### config.mk
export PLATFORM = sky130hd
export DESIGN_NAME = gpr_wb_sched
export DESIGN_NICKNAME = d
export VERILOG_FILES = /design/src/rtl/gpr_wb_sched.sv
export SDC_FILE = /design/constraint.sdc
export NUM_CORES = 1
export LEC_CHECK = 0
export CAP_MARGIN = 0
export CORE_UTILIZATION = 50
export CTS_CLUSTER_SIZE = 28
export DETAILED_ROUTE_END_ITERATION = 8
export PLACE_DENSITY = 0.83
export SYNTH_ARGS = -nofsm -noshare
export SYNTH_HDL_FRONTEND = slang
export SYNTH_SLANG_ARGS = --single-unit
### constraint.sdc
create_clock -name clk -period 6.1 [get_ports clk]
set_input_delay 1.525 -clock clk [delete_from_list [all_inputs] [get_ports clk]]
set_output_delay 1.525 -clock clk [all_outputs]
set_load 0.01 [all_outputs]
### src/rtl/gpr_wb_sched.sv
// Two-source register-file writeback scheduler with a pending scoreboard.
// Define GPR_WB_BYPASS_EN to drive the forwarding outputs from the write port.
module gpr_wb_sched #(
   parameter int FIXED_PRI = 0
) (
   input  logic        clk,
   input  logic        reset,
   input  logic        s0_valid,
   output logic        s0_ready,
   input  logic [4:0]  s0_addr,
   input  logic [31:0] s0_data,
   input  logic        s1_valid,
   output logic        s1_ready,
   input  logic [4:0]  s1_addr,
   input  logic [31:0] s1_data,
   output logic        we,
   output logic [4:0]  wa,
   output logic [31:0] wd,
   input  logic        set_v,
   input  logic [4:0]  set_a,
   input  logic [4:0]  q1,
   input  logic [4:0]  q2,
   output logic        pend1,
   output logic        pend2,
   output logic        fwd1_v,
   output logic        fwd2_v,
   output logic [31:0] fwd1_d,
   output logic [31:0] fwd2_d
);

   logic        b0_v_q, b0_v_d;
   logic [4:0]  b0_a_q, b0_a_d;
   logic [31:0] b0_d_q, b0_d_d;
   logic        b1_v_q, b1_v_d;
   logic [4:0]  b1_a_q, b1_a_d;
   logic [31:0] b1_d_q, b1_d_d;
   logic        we_q, we_d;
   logic [4:0]  wa_q, wa_d;
   logic [31:0] wd_q, wd_d;
   logic [31:0] pend_q, pend_d;
   // 1 = source 1 was granted last, so source 0 wins the next tie
   logic        last_q, last_d;

   logic        g0, g1, acc0, acc1, issue;
   logic [4:0]  ga;
   logic [31:0] gd;

   always_comb begin
      g0 = 1'b0;
      g1 = 1'b0;
      if (b0_v_q && b1_v_q) begin
         if (FIXED_PRI != 0) g1 = 1'b1;
         else if (last_q)    g0 = 1'b1;
         else                g1 = 1'b1;
      end else if (b0_v_q) begin
         g0 = 1'b1;
      end else if (b1_v_q) begin
         g1 = 1'b1;
      end
   end

   assign s0_ready = !reset && (!b0_v_q || g0);
   assign s1_ready = !reset && (!b1_v_q || g1);
   assign acc0     = s0_valid && s0_ready;
   assign acc1     = s1_valid && s1_ready;

   assign ga    = g1 ? b1_a_q : b0_a_q;
   assign gd    = g1 ? b1_d_q : b0_d_q;
   assign issue = (g0 || g1) && (ga != 5'd0);

   always_comb begin
      b0_v_d = b0_v_q;
      b0_a_d = b0_a_q;
      b0_d_d = b0_d_q;
      b1_v_d = b1_v_q;
      b1_a_d = b1_a_q;
      b1_d_d = b1_d_q;
      if (g0) b0_v_d = 1'b0;
      if (g1) b1_v_d = 1'b0;
      if (acc0) begin
         b0_v_d = 1'b1;
         b0_a_d = s0_addr;
         b0_d_d = s0_data;
      end
      if (acc1) begin
         b1_v_d = 1'b1;
         b1_a_d = s1_addr;
         b1_d_d = s1_data;
      end
   end

   always_comb begin
      we_d   = issue;
      wa_d   = issue ? ga : wa_q;
      wd_d   = issue ? gd : wd_q;
      last_d = (g0 || g1) ? g1 : last_q;
   end

   // set is applied after clear so a same-register collision stays pending
   always_comb begin
      pend_d = pend_q;
      if (we_q)
         pend_d[wa_q] = 1'b0;
      if (set_v && (set_a != 5'd0))
         pend_d[set_a] = 1'b1;
      pend_d[0] = 1'b0;
   end

   always_ff @(posedge clk) begin
      if (reset) begin
         b0_v_q <= 1'b0;
         b0_a_q <= '0;
         b0_d_q <= '0;
         b1_v_q <= 1'b0;
         b1_a_q <= '0;
         b1_d_q <= '0;
         we_q   <= 1'b0;
         wa_q   <= '0;
         wd_q   <= '0;
         pend_q <= '0;
         last_q <= 1'b1;
      end else begin
         b0_v_q <= b0_v_d;
         b0_a_q <= b0_a_d;
         b0_d_q <= b0_d_d;
         b1_v_q <= b1_v_d;
         b1_a_q <= b1_a_d;
         b1_d_q <= b1_d_d;
         we_q   <= we_d;
         wa_q   <= wa_d;
         wd_q   <= wd_d;
         pend_q <= pend_d;
         last_q <= last_d;
      end
   end

   assign we = we_q;
   assign wa = wa_q;
   assign wd = wd_q;

`ifdef GPR_WB_BYPASS_EN
   assign fwd1_v = we_q && (wa_q == q1) && (q1 != 5'd0);
   assign fwd2_v = we_q && (wa_q == q2) && (q2 != 5'd0);
   assign fwd1_d = wd_q;
   assign fwd2_d = wd_q;
   assign pend1  = pend_q[q1] && !fwd1_v;
   assign pend2  = pend_q[q2] && !fwd2_v;
`else
   assign fwd1_v = 1'b0;
   assign fwd2_v = 1'b0;
   assign fwd1_d = '0;
   assign fwd2_d = '0;
   assign pend1  = pend_q[q1];
   assign pend2  = pend_q[q2];
`endif

endmodule

==> flow_summary.ini, run 1 <==
[status]
outcome = completed

[pwr]
pwr_density_cell_mw_per_mm2 = 288
worst_ir_drop_vdd_mv = 0.216
finalPower_w = 0.00255
comb_power_share = 0.156
sequentialPowerShare = 0.421
switching_power_w = 0.000647
static-leakage-power_nw = 3.38
internal_power_w = 0.00190
share_clk_of_total_power = 0.423
netSwitchingFraction = 0.254

[sta]
slew_headroom = 0.312
fin_skew_ns = 0.00620
worstMarginPinSlew_ns = 1.03
final.min_clock_period_ns = 5.17
totalNegativeSetupSlack_ns = 0
worst_hold_slack_ns = 0.472
timing.final.hold_violations = 0
rsz_0062_raised_after_global_routing = false
finalCritPeriodShare = 0.847
setup_viol = 0
max_clock_freq_ghz = 0.193
timing_max_transition_violations_final = 0

[grt]
number_of_global_route_vias_before_repair = 5892
grt_usage = 0.246
grt-ovfl-total = 0
grt_start_max_net_pins = 115
initial_antenna_violation_count = 0
grt_pass1_wl_um = 28500

[finish]
sequential_cell_area_mm2 = 0.00292
multi_input_area_mm2 = 0.00369
area_growth_from_synthesis_to_layout_pct = 24.7
layout-drive-gt1-share = 0.0827
nets = 1024
num_antenna_cells = 0
layout.filler_cells = 1164
final_cell_count_no_fill = 1123

[critical_path]
worstPathCellList = clkdlybuf4s50_1, mux4_2, o2111ai_1, nand4_1, clkdlybuf4s50_1
slowest_stage = clkdlybuf4s50_1
cpLargestDelayFamily = buffers and inverters
critical_path.max_fanout = 10
timing.critical_path.from_type = input port
crit_required_ns = 4.58
critical_path.most_common_cell = clkdlybuf4s50_1
worst_setup_path_end_kind = output pin
timing.setup.critical_path_class = in2out
cp.arrival_ns = 3.64
timing.critical_path.buf_inv = 2
max_stage_delay_ns = 0.74

[clock_network]
htreeDepth = 4
cts-hold-fix-buffers = 0
clkSlewWorstSetupHoldPaths_ns = 0.06
cts_tree = yes
cts_root_buf = clkbuf_16
cts_buffers = 17
clock_latency_late_sink_ns = 0.42
postCtsSetupRepairBufs = 0
cts_buffer_depth = 2
post_cts.resized_instances = 0
clkSinkCount = 146

[synthesis]
synth_sequential_area_ratio = 0.411
synth_area_mm2 = 0.00711
total_of_flip_flops_plus_latches_after_synthesis = 146
async_flop_share = 0
synth_cell_type_count = 45
synth.yosys.warnings = 0
average_footprint_of_a_synthesized_cell_um2 = 8.60
yosys_most_used_dff = dfxtp_1
number_of_flops_mapped_to_enable_cells_by_yosys = 0
syn_inst = 827

[floorplanning]
core.rowCount = 43
die-width_um = 121
pin_count = 202
starting_utilization_of_the_core_area = 0.512
die-height_um = 121
coreArea_mm2 = 0.0139
dieArea_mm2 = 0.0147

[route]
wire_per_inst_um = 15.5
ant_nets = 0
detail_route.iter0.violations = 456
firstDrtPassIters = 5
remaining_drc_errors = 0
drt_wl_total_um = 17400
routed-via-count = 6056
avgViaCountPerCell = 5.39

[worst_hold_path]
timing.hold.worst.class = reg2reg

[flow_run]
maxCapViolCount = 0

[placement]
place_inst = 1091
hpwl_um = 11100
place.gp.congestion = 0.854
numPortBuffers = 135
[routing by layer]
metal,wire (um),part of all wire,GRT usage
met5,0,0,0
met4,182,0.010,0.0826
met3,1570,0.090,0.0846
met2,8200,0.47,0.403
met1,7460,0.43,0.300
[registers in the layout, summed over array words and instances (netlist names), 5 cells and up]
register and cells:
b1_d_q 32, b0_d_q 32, pend_q 31, wa 5, b0_a_q 5, wd 32
b1_a_q 5
[power groups by stage]
stage          registers (W)  logic [W]  clock network [W]
3_3_place_gp         0.00109   0.000388                  0
5_1_grt              0.00108   0.000434            0.00115
4_1_cts              0.00107   0.000398            0.00110
3_5_place_dp         0.00109   0.000394                  0
2_1_floorplan        0.00109   0.000252                  0
6_report             0.00107   0.000397            0.00108
[cell families (layout without fill, tap and decap cells)]
group	after synthesis	count (layout)	share of synthesized area
compound gates	194	194	0.168
buf+inv	126	177	0.107
flops	146	146	0.411
mux	63	63	0.100
other cells	1	66	0.000527
simple gates	297	297	0.212
[Yosys cell counts, types with 2 or more instances]
cell / count / share of area
nand2_1: 153 / 0.081
dfxtp_1: 146 / 0.41
o21ai_0: 73 / 0.051
buf_4: 68 / 0.072
a21oi_1: 62 / 0.044
mux2i_1: 52 / 0.073
nand2b_1: 43 / 0.038
nand3b_1: 40 / 0.042
clkbuf_1: 37 / 0.020
a211oi_1: 25 / 0.026
nand3_1: 14 / 0.0099
nor2_1: 13 / 0.0069
a211oi_2: 9 / 0.016
buf_2: 9 / 0.0063
a21oi_2: 8 / 0.0099
nor3b_1: 7 / 0.0074
mux4_2: 6 / 0.019
mux2_2: 5 / 0.0079
a22oi_1: 4 / 0.0042
and3b_1: 4 / 0.0049
buf_1: 4 / 0.0021
inv_1: 4 / 0.0021
nor2b_1: 4 / 0.0035
nor3_1: 4 / 0.0028
a31oi_1: 3 / 0.0026
buf_6: 3 / 0.0048
or3b_2: 3 / 0.0037
a21oi_4: 2 / 0.0046
and3_1: 2 / 0.0018
nand4_1: 2 / 0.0018
o2111ai_1: 2 / 0.0025
o211ai_1: 2 / 0.0021
or4_1: 2 / 0.0021
[final cells by class]
type / count / share of cell area
Clock buffer: 18 / 0.0484
Clock inverter: 14 / 0.0212
Inverter: 4 / 0.00169
Multi-Input combinational cell: 620 / 0.416
Sequential cell: 146 / 0.330
Tap cell: 180 / 0.0254
Timing Repair Buffer: 141 / 0.157
[worst min-delay path, cell delays in order (launching register included)]
cell and delay (ns):
dfxtp_1 0.31, nand2b_1 0.06, o21ai_0 0.06
[path summary, 6_finish.rpt]
kind / from / endpoint / slack (ns) / cells after the start
setup / recovery: q2[1] / pend2 / 0.93 / 5
hold / removal: b0_d_q[31] / b0_d_q[31] / 0.47 / 2
setup reg to reg: b1_v_q / wd[25] / 3.59 / 4
hold reg to reg: b0_d_q[31] / b0_d_q[31] / 0.47 / 2
[metrics by stage]
stage | setup slack (ns) | cell area, um^2 | utilization
global route | 0.823 | 8870 | 0.639
CTS | 0.930 | 8870 | 0.639
floorplan | 1.87 | 7350 | -
finish | 0.931 | 8870 | 0.639
detailed placement | 0.940 | 8250 | 0.594
global placement | 0.969 | 8250 | 0.594
[placed cells by master, fill, tap and decap left out, types with 3 or more instances in the layout]
| master | count |
|---|---|
| nand2_1 | 153 |
| dfxtp_1 | 146 |
| clkdlybuf4s50_1 | 134 |
| o21ai_0 | 73 |
| conb_1 | 66 |
| a21oi_1 | 62 |
| mux2i_1 | 52 |
| nand2b_1 | 43 |
| nand3b_1 | 40 |
| a211oi_1 | 25 |
| clkbuf_16 | 17 |
| nand3_1 | 14 |
| nor2_1 | 12 |
| a211oi_2 | 9 |
| a21oi_2 | 8 |
| buf_4 | 7 |
| mux4_2 | 6 |
| nor3b_1 | 6 |
| mux2_2 | 5 |
| clkinv_2 | 5 |
| inv_1 | 4 |
| nor2b_1 | 4 |
| a22oi_1 | 4 |
| and3b_1 | 4 |
| nor3_1 | 4 |
| bufinv_16 | 4 |
| a31oi_1 | 3 |
| or3b_2 | 3 |
| clkinv_4 | 3 |
Power figures use the tool's default switching activity.
==> inputs of run 2 (changes only) <==
- CORE_UTILIZATION: 50 -> 44
- PLACE_DENSITY: 0.83 -> 0.78
- clock period: 6.1 -> 4.46 ns (I/O delays scaled with it)
==> run 2 against run 1 <==
  * Die area increased by 13%
  * Via count about the same
  * Clock-buffer cell count increased by 2
  * Sequential power increased by 37%
  * Worst setup slack got worse by 0.76 ns
  * Clock power increased by 41%
  * Global-route usage decreased by 2.6 points
  * Register-to-register slack got worse by 1.7 ns
==> flow_summary.ini, run 2 (same netlist as run 1, synthesis figures left out) <==
[clock_network]
cts_tree = yes
postCtsSetupRepairBufs = 0
cts_buffer_depth = 2
clock_latency_late_sink_ns = 0.42
cts_buffers = 17
cts-hold-fix-buffers = 0
clkSlewWorstSetupHoldPaths_ns = 0.06
htreeDepth = 4
post_cts.resized_instances = 0
cts_root_buf = clkbuf_16
clkSinkCount = 146

[sta]
timing_max_transition_violations_final = 0
max_clock_freq_ghz = 0.233
fin_skew_ns = 0.00989
setup_viol = 0
totalNegativeSetupSlack_ns = 0
rsz_0062_raised_after_global_routing = false
final.min_clock_period_ns = 4.29
finalCritPeriodShare = 0.962
timing.final.hold_violations = 0
slew_headroom = 0.298
worst_hold_slack_ns = 0.471
worstMarginPinSlew_ns = 1.05

[critical_path]
worst_r2r_end = wd[18]
crit_required_ns = 3.35
cell_depth_of_the_worst_flop_to_flop_path = 4
timing.setup.critical_path_class = in2out
critical_path.max_fanout = 7
worstReg2RegStart = b1_v_q
rrSetupSlack_ns = 1.88
worst_setup_path_end_kind = output pin
cp.arrival_ns = 3.18
timing.critical_path.from_type = input port

[worst_hold_path]
hold-path-cell-count = 2
hp-start = b0_d_q[19]
worstHoldEndpoint = b0_d_q[19]
timing.hold.worst.class = reg2reg

[pwr]
finalPower_w = 0.00353
static-leakage-power_nw = 3.41
worst_ir_drop_vdd_mv = 0.332
pwr_density_cell_mw_per_mm2 = 394

[route]
firstDrtPassIters = 5
remaining_drc_errors = 0
wire_per_inst_um = 15.2
avgViaCountPerCell = 5.21
detail_route.iter0.violations = 368
routed-via-count = 6060
ant_nets = 0
drt_wl_total_um = 17700

[floorplanning]
die-height_um = 129
starting_utilization_of_the_core_area = 0.449
core.rowCount = 46
die-width_um = 129
dieArea_mm2 = 0.0167
pin_count = 202
coreArea_mm2 = 0.0158

[finish]
nets = 1029
most_common_library_cell_in_the_layout_ignoring_fill_and_taps = nand2_1
fin_util = 0.567
num_antenna_cells = 0
area_growth_from_synthesis_to_layout_pct = 26.2
final_cell_mix = nand2_1, dfxtp_1, clkdlybuf4s50_1
layout-drive-gt1-share = 0.0876

[grt]
number_of_global_route_vias_before_repair = 5800
grt_pass1_wl_um = 28700
initial_antenna_violation_count = 0
grt-ovfl-total = 0
grt_usage = 0.220
grt_start_max_net_pins = 88

[placement]
place.gp.congestion = 0.866
hpwl_um = 11600
numPortBuffers = 135

[flow_run]
maxCapViolCount = 0

[status]
outcome = completed
## run 2: cell count changes in the layout (fill, tap and decap cells not counted), sizes merged
cell,previous run,this run
clkinv,8,3
dlymetal6s2s,0,1
buf,7,12
clkbuf,18,20
clkinvlp,1,3
inv,5,6
clkdlybuf4s50,134,133
## run 2: how the worst max path moves through the flow
stage	startpoint	to	cells after the start
5_1_grt	q1[0]	pend1	6
4_1_cts	q1[0]	pend1	6
3_3_place_gp	q1[0]	pend1	6
2_1_floorplan	q1[0]	pend1	5
6_report	q1[0]	pend1	6
3_5_place_dp	q1[0]	pend1	6
## run 2: layout make-up
cell class / instances / area, um^2
sequential: 146 / 2920
multi-input combinational: 620 / 3690
clock buffer: 20 / 457
timing repair buffer: 146 / 1430
clock inverter: 12 / 179
tap: 216 / 270
inverter: 4 / 15.0
fill: 1432 / 6860
## run 2: routing by layer
| metal | part of all wire | vias up | GRT usage |
|---|---|---|---|
| li1 | - | 2943 | - |
| met1 | 0.43 | 2845 | 0.274 |
| met2 | 0.46 | 254 | 0.349 |
| met3 | 0.098 | 18 | 0.0784 |
| met4 | 0.012 | 0 | 0.0830 |
| met5 | 0 | - | 0 |
## run 2: critical path: stages
cell and delay [ns]:
clkdlybuf4s50_1 0.64, mux4_2 0.54, nand2b_1 0.15, o211ai_1 0.11, nand4_1 0.12, clkdlybuf4s50_1 0.50
## run 2: report_power, final
part | total [W] | leakage [nW] | switching, W | internal, W
Clock | 0.00152 | 0.303 | 0.000552 | 0.000968
Combinational | 0.000546 | 1.91 | 0.000274 | 0.000272
Sequential | 0.00147 | 1.20 | 0.0000698 | 0.00140
## run 2: metrics by stage
stage / cell area [um^2] / setup slack (ns) / cells
after floorplan: 7350 / 1.05 / 892
after global placement: 8330 / 0.207 / 1132
after detailed placement: 8330 / 0.153 / 1132
after CTS: 8970 / 0.145 / 1164
after global routing: 8970 / 0.0358 / 1164
final: 8970 / 0.167 / 1164
==> inputs of run 3 (changes only) <==
- ABC_CLOCK_PERIOD_IN_PS: default -> 4460
==> results of run 3 <==
No change in the layout: final DEF, timing and power equal those of run 2.
